### config.mk
export PLATFORM = sky130hd
export DESIGN_NAME = axi_mm2s_reader
export DESIGN_NICKNAME = d
export VERILOG_FILES = /design/src/rtl/axi_mm2s_reader.sv
export SDC_FILE = /design/constraint.sdc
export NUM_CORES = 1
export LEC_CHECK = 0
export CORE_MARGIN = 2
export CORE_UTILIZATION = 46
export CTS_BUF_LIST = sky130_fd_sc_hd__clkbuf_16
export DETAILED_ROUTE_END_ITERATION = 12
export PLACE_DENSITY = 0.82
export SYNTH_ARGS = -nofsm -noshare
export SYNTH_HDL_FRONTEND = slang
export SYNTH_SLANG_ARGS = --single-unit
### constraint.sdc
create_clock -name axi_clk -period 6.9 [get_ports axi_clk]
set_input_delay 1.38 -clock axi_clk [delete_from_list [all_inputs] [get_ports axi_clk]]
set_output_delay 1.38 -clock axi_clk [all_outputs]
set_load 0.02 [all_outputs]
### src/rtl/axi_mm2s_reader.sv
// AXI4 read initiator: splits (address, beat count) commands into INCR bursts and streams the data.
// Define AXI_MM2S_READER_CHECK_EN to add rid/rlast checking and the proto_err output.
module axi_mm2s_reader #(
    parameter int unsigned DATA_WIDTH = 32,
    parameter int unsigned ADDR_WIDTH = 32,
    parameter int unsigned ID_WIDTH   = 8,
    parameter int unsigned AXI_ID     = 0,
    parameter int unsigned MAX_BURST  = 16,
    parameter int unsigned LEN_WIDTH  = 16
) (
    input  logic                    axi_clk,
    input  logic                    axi_resetn,
    input  logic                    cmd_valid,
    output logic                    cmd_ready,
    input  logic [ADDR_WIDTH-1:0]   cmd_addr,
    input  logic [LEN_WIDTH-1:0]    cmd_beats,
    output logic                    done,
    output logic                    err,
    output logic [ID_WIDTH-1:0]     m_axi_arid,
    output logic [ADDR_WIDTH-1:0]   m_axi_araddr,
    output logic [7:0]              m_axi_arlen,
    output logic [2:0]              m_axi_arsize,
    output logic [1:0]              m_axi_arburst,
    output logic                    m_axi_arvalid,
    input  logic                    m_axi_arready,
    input  logic [ID_WIDTH-1:0]     m_axi_rid,
    input  logic [DATA_WIDTH-1:0]   m_axi_rdata,
    input  logic [1:0]              m_axi_rresp,
    input  logic                    m_axi_rlast,
    input  logic                    m_axi_rvalid,
    output logic                    m_axi_rready,
    output logic                    m_axis_tvalid,
    input  logic                    m_axis_tready,
    output logic [DATA_WIDTH-1:0]   m_axis_tdata,
    output logic                    m_axis_tlast,
    output logic [DATA_WIDTH/8-1:0] m_axis_tkeep
`ifdef AXI_MM2S_READER_CHECK_EN
    ,
    output logic                    proto_err
`endif
);

    localparam int unsigned BYTES    = DATA_WIDTH / 8;
    localparam int unsigned ADDR_LSB = $clog2(BYTES);
    localparam int unsigned BW       = (LEN_WIDTH > 13) ? LEN_WIDTH : 13;
    localparam logic [ADDR_WIDTH-1:0] ADDR_MASK = ADDR_WIDTH'(BYTES - 1);

    typedef enum logic [1:0] {StIdle, StAddr, StData} state_e;

    state_e                 state_q, state_d;
    logic [ADDR_WIDTH-1:0]  addr_q, addr_d;
    logic [LEN_WIDTH-1:0]   remaining_q, remaining_d;
    logic [8:0]             burst_cnt_q, burst_cnt_d;
    logic                   err_q, err_d;
    logic                   done_q, done_d;

    logic [12:0]            page_bytes;
    logic [BW-1:0]          page_beats;
    logic [BW-1:0]          burst_w;
    logic [8:0]             burst;
    logic                   r_fire;
    logic                   beat_mismatch;
    logic                   unused_sig;

    // Beats left before the next 4 KB page, then clamp by remaining and MAX_BURST.
    always_comb begin
        page_bytes = 13'd4096 - {1'b0, addr_q[11:0]};
        page_beats = BW'(page_bytes >> ADDR_LSB);
        burst_w    = BW'(remaining_q);
        if (burst_w > BW'(MAX_BURST)) burst_w = BW'(MAX_BURST);
        if (burst_w > page_beats)     burst_w = page_beats;
        burst      = 9'(burst_w);
    end

    assign r_fire = (state_q == StData) && m_axi_rvalid && m_axis_tready;

`ifdef AXI_MM2S_READER_CHECK_EN
    logic proto_err_q;

    assign beat_mismatch = (m_axi_rid != ID_WIDTH'(AXI_ID)) ||
                           (m_axi_rlast != (burst_cnt_q == 9'd1));
    assign unused_sig    = m_axi_rresp[0];
    assign proto_err     = proto_err_q;

    always_ff @(posedge axi_clk or negedge axi_resetn) begin
        if (!axi_resetn) begin
            proto_err_q <= 1'b0;
        end else if (r_fire && beat_mismatch) begin
            proto_err_q <= 1'b1;
        end
    end
`else
    assign beat_mismatch = 1'b0;
    assign unused_sig    = ^{m_axi_rresp[0], m_axi_rid, m_axi_rlast};
`endif

    always_comb begin
        state_d       = state_q;
        addr_d        = addr_q;
        remaining_d   = remaining_q;
        burst_cnt_d   = burst_cnt_q;
        err_d         = err_q;
        done_d        = 1'b0;
        cmd_ready     = 1'b0;
        m_axi_arvalid = 1'b0;
        m_axi_rready  = 1'b0;
        m_axis_tvalid = 1'b0;
        m_axis_tlast  = 1'b0;

        unique case (state_q)
            StIdle: begin
                // Hold off a new command during the done cycle so err stays readable.
                cmd_ready = !done_q;
                if (cmd_valid && !done_q) begin
                    addr_d      = cmd_addr & ~ADDR_MASK;
                    remaining_d = cmd_beats;
                    err_d       = 1'b0;
                    if (cmd_beats == '0) begin
                        done_d = 1'b1;
                    end else begin
                        state_d = StAddr;
                    end
                end
            end
            StAddr: begin
                m_axi_arvalid = 1'b1;
                if (m_axi_arready) begin
                    burst_cnt_d = burst;
                    addr_d      = addr_q + (ADDR_WIDTH'(burst) << ADDR_LSB);
                    state_d     = StData;
                end
            end
            StData: begin
                m_axis_tvalid = m_axi_rvalid;
                m_axi_rready  = m_axis_tready;
                m_axis_tlast  = (remaining_q == LEN_WIDTH'(1));
                if (r_fire) begin
                    remaining_d = remaining_q - LEN_WIDTH'(1);
                    burst_cnt_d = burst_cnt_q - 9'd1;
                    err_d       = err_q | m_axi_rresp[1] | beat_mismatch;
                    if (burst_cnt_q == 9'd1) begin
                        if (remaining_q == LEN_WIDTH'(1)) begin
                            state_d = StIdle;
                            done_d  = 1'b1;
                        end else begin
                            state_d = StAddr;
                        end
                    end
                end
            end
            default: state_d = StIdle;
        endcase
    end

    always_ff @(posedge axi_clk or negedge axi_resetn) begin
        if (!axi_resetn) begin
            state_q     <= StIdle;
            addr_q      <= '0;
            remaining_q <= '0;
            burst_cnt_q <= '0;
            err_q       <= 1'b0;
            done_q      <= 1'b0;
        end else begin
            state_q     <= state_d;
            addr_q      <= addr_d;
            remaining_q <= remaining_d;
            burst_cnt_q <= burst_cnt_d;
            err_q       <= err_d;
            done_q      <= done_d;
        end
    end

    assign m_axi_arid    = ID_WIDTH'(AXI_ID);
    assign m_axi_araddr  = addr_q;
    assign m_axi_arlen   = 8'(burst - 9'd1);
    assign m_axi_arsize  = 3'(ADDR_LSB);
    assign m_axi_arburst = 2'b01;
    assign m_axis_tdata  = m_axi_rdata;
    assign m_axis_tkeep  = '1;
    assign done          = done_q;
    assign err           = err_q;

endmodule

# Yosys cells after proc, flatten, opt, wreduce, memory -nomap -nowiden
# Cells that the tools add are included.
[word_totals] ff_bits=61 inputBits=97 out_inout_bits=96
[classes] n_eq_ne=9 muxes=32 bitwise_logic=1 reduce_logical=13 n_addsub=5 order_cmp=2
[ops] op="two-way mux 32 bit" count=2
[ops] op="one-hot mux 32 bit (2 select lines)" count=1
[ops] op="two-way mux 16 bit" count=3
[ops] op="adder 32 x 11 -> 32 bit" count=1
[ops] op="one-hot mux 16 bit (2 select lines)" count=1
[ops] op="two-way mux 9 bit" count=3
[ops] op="one-hot mux 9 bit (2 select lines)" count=1
[ops] op="== test 16 x 1 -> 1 bit (second input constant)" count=1
[ops] op="greater-than comparator 16 x 11 -> 1 bit" count=1
[ops] op="greater-than comparator 16 x 5 -> 1 bit (second input constant)" count=1
[ops] op="zero test 16 bit" count=1
[ops] op="subtractor 16 x 1 -> 16 bit (second input constant)" count=1
[ops] op="two-way mux 1 bit" count=13
[ops] op="subtractor 13 x 12 -> 13 bit (first input constant)" count=1
[ops] op="two-way mux 2 bit" count=5
[ops] op="== test 9 x 1 -> 1 bit (second input constant)" count=1
[ops] op="AND reduction 3 bit" count=3
[ops] op="subtractor 9 x 1 -> 9 bit (second input constant)" count=1
[ops] op="inequality test 2 bit (second input constant)" count=4
[ops] op="subtractor 8 x 1 -> 8 bit (second input constant)" count=1
[ops] op="one-hot mux 2 bit (3 select lines)" count=1
[ops] op="nonzero test 2 bit" count=3
[ops] op="AND reduction 5 bit" count=1
[ops] op="one-hot mux 1 bit (2 select lines)" count=2
[ops] op="7 further kinds" count=9

# Depth between registers and ports, before layout
[depth] word_depth=7 mapped_depth=25 ltp_nobuf=22

# Worst setup path after synthesis
# Ideal clock, no wire load.
[synth_timing] kind="reg-to-output" startpoint="register addr_q[4] (netlist: m_axi_araddr[4])" endpoint="output m_axi_arlen[4]" slack_ps=986 required_ps=5520 path_stages_with_launch=17 n_path_buf=3 arrival_time_ps=4534 path_cell_list="dfrtp_1 -> clkbuf_1 -> or4_1 -> nor4_1 -> nand2_1 -> xnor2_1 -> ha_1 -> and3_1 -> a21boi_0 -> a2111o_1 -> o21a_1 -> clkbuf_1 -> a21boi_0 -> ha_1 -> clkbuf_1 -> o211ai_1 -> a221o_1"
[synth_via] elab_chain_cells=4
[synth_rtl] item="start, declared" line="51" source="logic [ADDR_WIDTH-1:0] addr_q, addr_d;"
[synth_rtl] item="start signal, assigned" line="165" source="addr_q <= addr_d;"
[synth_rtl] item="subtractor 13 x 12 -> 13 bit *" line="67" source="page_bytes = 13'd4096 - {1'b0, addr_q[11:0]};"
[synth_rtl] item="greater-than comparator 16 x 11 -> 1 bit" line="71" source="if (burst_w > page_beats) burst_w = page_beats;"
[synth_rtl] item="two-way mux 9 bit *" line="71"
[synth_rtl] item="subtractor 8 x 1 -> 8 bit *" line="175" source="assign m_axi_arlen = 8'(burst - 9'd1);"
[synth_rtl] item="end, declared" line="21" source="output logic [7:0] m_axi_arlen,"
# Every way passes the cells marked *; elsewhere a longest branch is shown, timed or not.

# Worst setup path in the final report
# Same ends and word-level chain as after synthesis.

==> results by group <==
Yosys
  • Async SR Flop Fraction: 1.00
  • Top-count cell post-synth: nand2_1
  • Yosys warnings: 0
  • Yosys top cell area share: 0.280
  • Synth Flop Type: dfrtp_1
  • Largest area contributor in the synthesized netlist: dfrtp_1
  • Most instantiated cells after synthesis: nand2_1, dfrtp_1, a21oi_1
  • Register area share after synthesis: 0.280
  • Cell area after synthesis: 5260 um^2
  • Avg Inst Size Synth: roughly 7.8 um^2
  • Mapped Cells: between 600 and 700
  • Post-synth EDFFs: 0
  • Distinct cells, synth: 72
  • Top post-synthesis cells by area: dfrtp_1, buf_4, ha_1
  • Synth Register Bits: slightly below 60

Global route
  • GRT Resource Usage Total: 0.239
  • Initial antenna violation count: 0
  • Largest net degree at the start of global routing: 60
  • Global-route wire length before repair: between 20,000 and 25,000 um
  • Grt ovf: 0
  • Vias in the first global route: 5,115

Power
  • Sequential share of power: 0.241
  • Comb power frac: 0.625
  • Pwr Density: ~510 nW/um^2
  • Net Switching: around 1.6 mW
  • Pwr Total: 3.20 mW
  • Clock Power Share: 0.135
  • Switching Fraction: 0.494
  • VDD IR-drop max: approximately 330 uV
  • Internal Power: about 1.6 mW
  • Leak pwr: around 2.6 nW

Placement
  • Area after DPL: 6040 um^2
  • GPL Wtd Cong: 0.932
  • Post-Place Cells: 861
  • Dpl hpwl: approximately 11,000 um
  • PortBufs: between 90 and 100

Cells and area
  • Final nets: around 860
  • Fin cells: a little under 900
  • Final instance area: between 6000 and 7000 um^2
  • Share of layout cells above drive strength 1: 0.0587
  • Final core utilization: 0.561
  • P&R area growth vs syn: 20.1%
  • # diodes: 0

Run
  • Max-Cap Viols: 0

Setup path
  • Req. time, crit path: about 5.5 ns
  • Setup CP Type: register to output port
  • Crit path DAT: 5.01 ns
  • CP startpoint kind: register
  • Crit-path max FO: 11
  • Cell Chain, Critical Path: or4_1 -> nor4_1 -> nand2_1 -> xnor2_1 -> ha_1 -> and3_1 -> a21boi_0 -> a2111o_1 -> o21ai_1 -> buf_4 -> nand3_1 -> a21boi_0 -> ha_1 -> nand2_1 -> o211ai_1 -> a221o_1 -> clkdlybuf4s50_1
  • Cell family with most CP delay: simple AND/OR/NAND/NOR gates
  • CP bufs+invs: 2
  • Cell at the slowest stage of the critical path: or4_1
  • Slowest stage delay, CP: 0.60 ns
  • Worst Setup End Kind: output port

STA
  • Final setup TNS: 0 ns
  • Final Hold Vio Count: 0
  • Final Slew Violations: 0
  • RSZ-0062 raised after global routing: no
  • Max-Slew Margin vs Limit: 0.436
  • Final Setup Violations: 0
  • Worst-Margin Slew: between 0.8 and 0.9 ns
  • Fin crit share: 0.926
  • Max Clock Skew: between 0.008 and 0.009 ns
  • Min Clock Period, post-route: roughly 6.4 ns
  • Max Freq: 156 MHz

CTS
  • CTS resizes: 0
  • Inserted Clock Buffers: 9
  • CTS H-tree lvls: 3
  • Setup Buffers After CTS: 0
  • CTS root buf: clkbuf_16
  • CTS clk-pin slew, worst paths: approximately 0.05 ns
  • Skew-Pair Late Insertion Delay: 0.34 ns
  • CTS max path bufs: 2
  • Post-CTS Hold Buffers: 0
  • Num Clock Sinks: around 60
  • TritonCTS clock tree: yes

Drt
  • Max layer used: met4
  • Routed length per instance: ~17 um
  • Vias: 5,298
  • Detailed-route vias per instance: a little over 6
  • WL final: between 10,000 and 15,000 um
  • DRT met1 WL: 6500 um
  • DRT Pass-1 Iters: 5
  • Met3 WL: between 1000 and 1500 um
  • First-iteration detailed-routing DRC count: slightly below 500
  • # DRC: 0
  • Met2 wire len: 7080 um
  • Post-route ant nets: 0

Floorplanning
  • Die X: 111 um
  • Die Height: between 100 and 150 um
  • Initial core utilization: 0.467
  • # IOs: between 150 and 200
  • Die area: ~12,000 um^2
  • Core Area: 11,300 um^2
  • Cell Rows: 39

Worst hold path
  • Min-Delay Path Class: register to register

Status
  • Status: complete, no violations
## cell usage in the layout, fill, tap and decap left out, types with 7 or more instances in the layout
cell and instances:
ha_1 28, o21ai_1 7, buf_4 10, nor4_1 11, nor3_1 27, nand3_1 25
mux2i_1 8, clkbuf_16 9, nor2_1 51, a31oi_1 7, a21oi_1 56, clkdlybuf4s50_1 96
xnor2_1 8, o21ai_0 36, dfrtp_1 59, inv_1 24, xor2_1 8, o22ai_1 16
a211oi_1 10, nand2_1 68, conb_1 25, nand2b_1 9, and3_1 12
## through the flow
step | setup WS, ns | hold WS (ns)
after detailed placement | 0.904 | 0.494
after CTS | 0.513 | 0.505
after global placement | 0.965 | 0.481
after floorplan | 0.986 | 0.475
after global routing | 0.136 | 0.517
final | 0.508 | 0.493
## power by group through the flow
stage	Clock (mW)	Sequential, mW	Combinational (mW)
after floorplan	0	0.780	1.32
after global placement	0	0.752	1.90
after detailed placement	0	0.762	1.97
after CTS	0.435	0.761	1.98
after global routing	0.448	0.800	2.19
final	0.431	0.770	2.00
## logic make-up (layout without fill, tap and decap cells)
kind of cell	after synthesis	after routing	share of synthesized area
compound gates	197	197	0.239
xor+xnor	16	16	0.0266
fa+ha+maj	29	29	0.0704
buf+inv	109	145	0.118
flops	59	59	0.280
mux	9	9	0.0174
other cells	2	25	0.00143
simple gates	253	253	0.247
## per-layer routing
layer,up-vias,global-route usage
li1,2518,-
met1,2505,0.311
met2,235,0.393
met3,40,0.0481
met4,0,0.0917
met5,-,0
## tightest hold or removal path, stage by stage, from the launching register on
cell and delay (ns):
dfrtp_1 0.34, a21oi_1 0.04, nor2_1 0.07
## state kept, by name, summed over array words and instances, names as in the netlist
name,flops
burst_cnt_q,9
done,1
m_axi_araddr,30
err,1
remaining_q,16
state_q,2
## cell type report
type / instances / area, um^2
clock buffer: 9 / 225
clock inverter: 6 / 51.3
fill: 982 / 4950
inverter: 23 / 86.3
multi-input combinational: 529 / 3260
sequential: 59 / 1480
tap: 143 / 179
timing repair buffer: 107 / 1040
## path summary, 6_finish.rpt
check	cells past startpoint	from	slack [ns]	endpoint
min in group asynchronous	2	axi_resetn	1.20	remaining_q[6]
hold reg to reg	2	err	0.49	err
setup / recovery	17	m_axi_araddr[4]	0.51	m_axi_arlen[4]
setup reg to reg	21	m_axi_araddr[4]	1.42	m_axi_araddr[26]
hold / removal	2	err	0.49	err
max in group asynchronous	2	axi_resetn	5.15	m_axi_araddr[3]
Note: power is estimated with default switching activity, not from simulation.
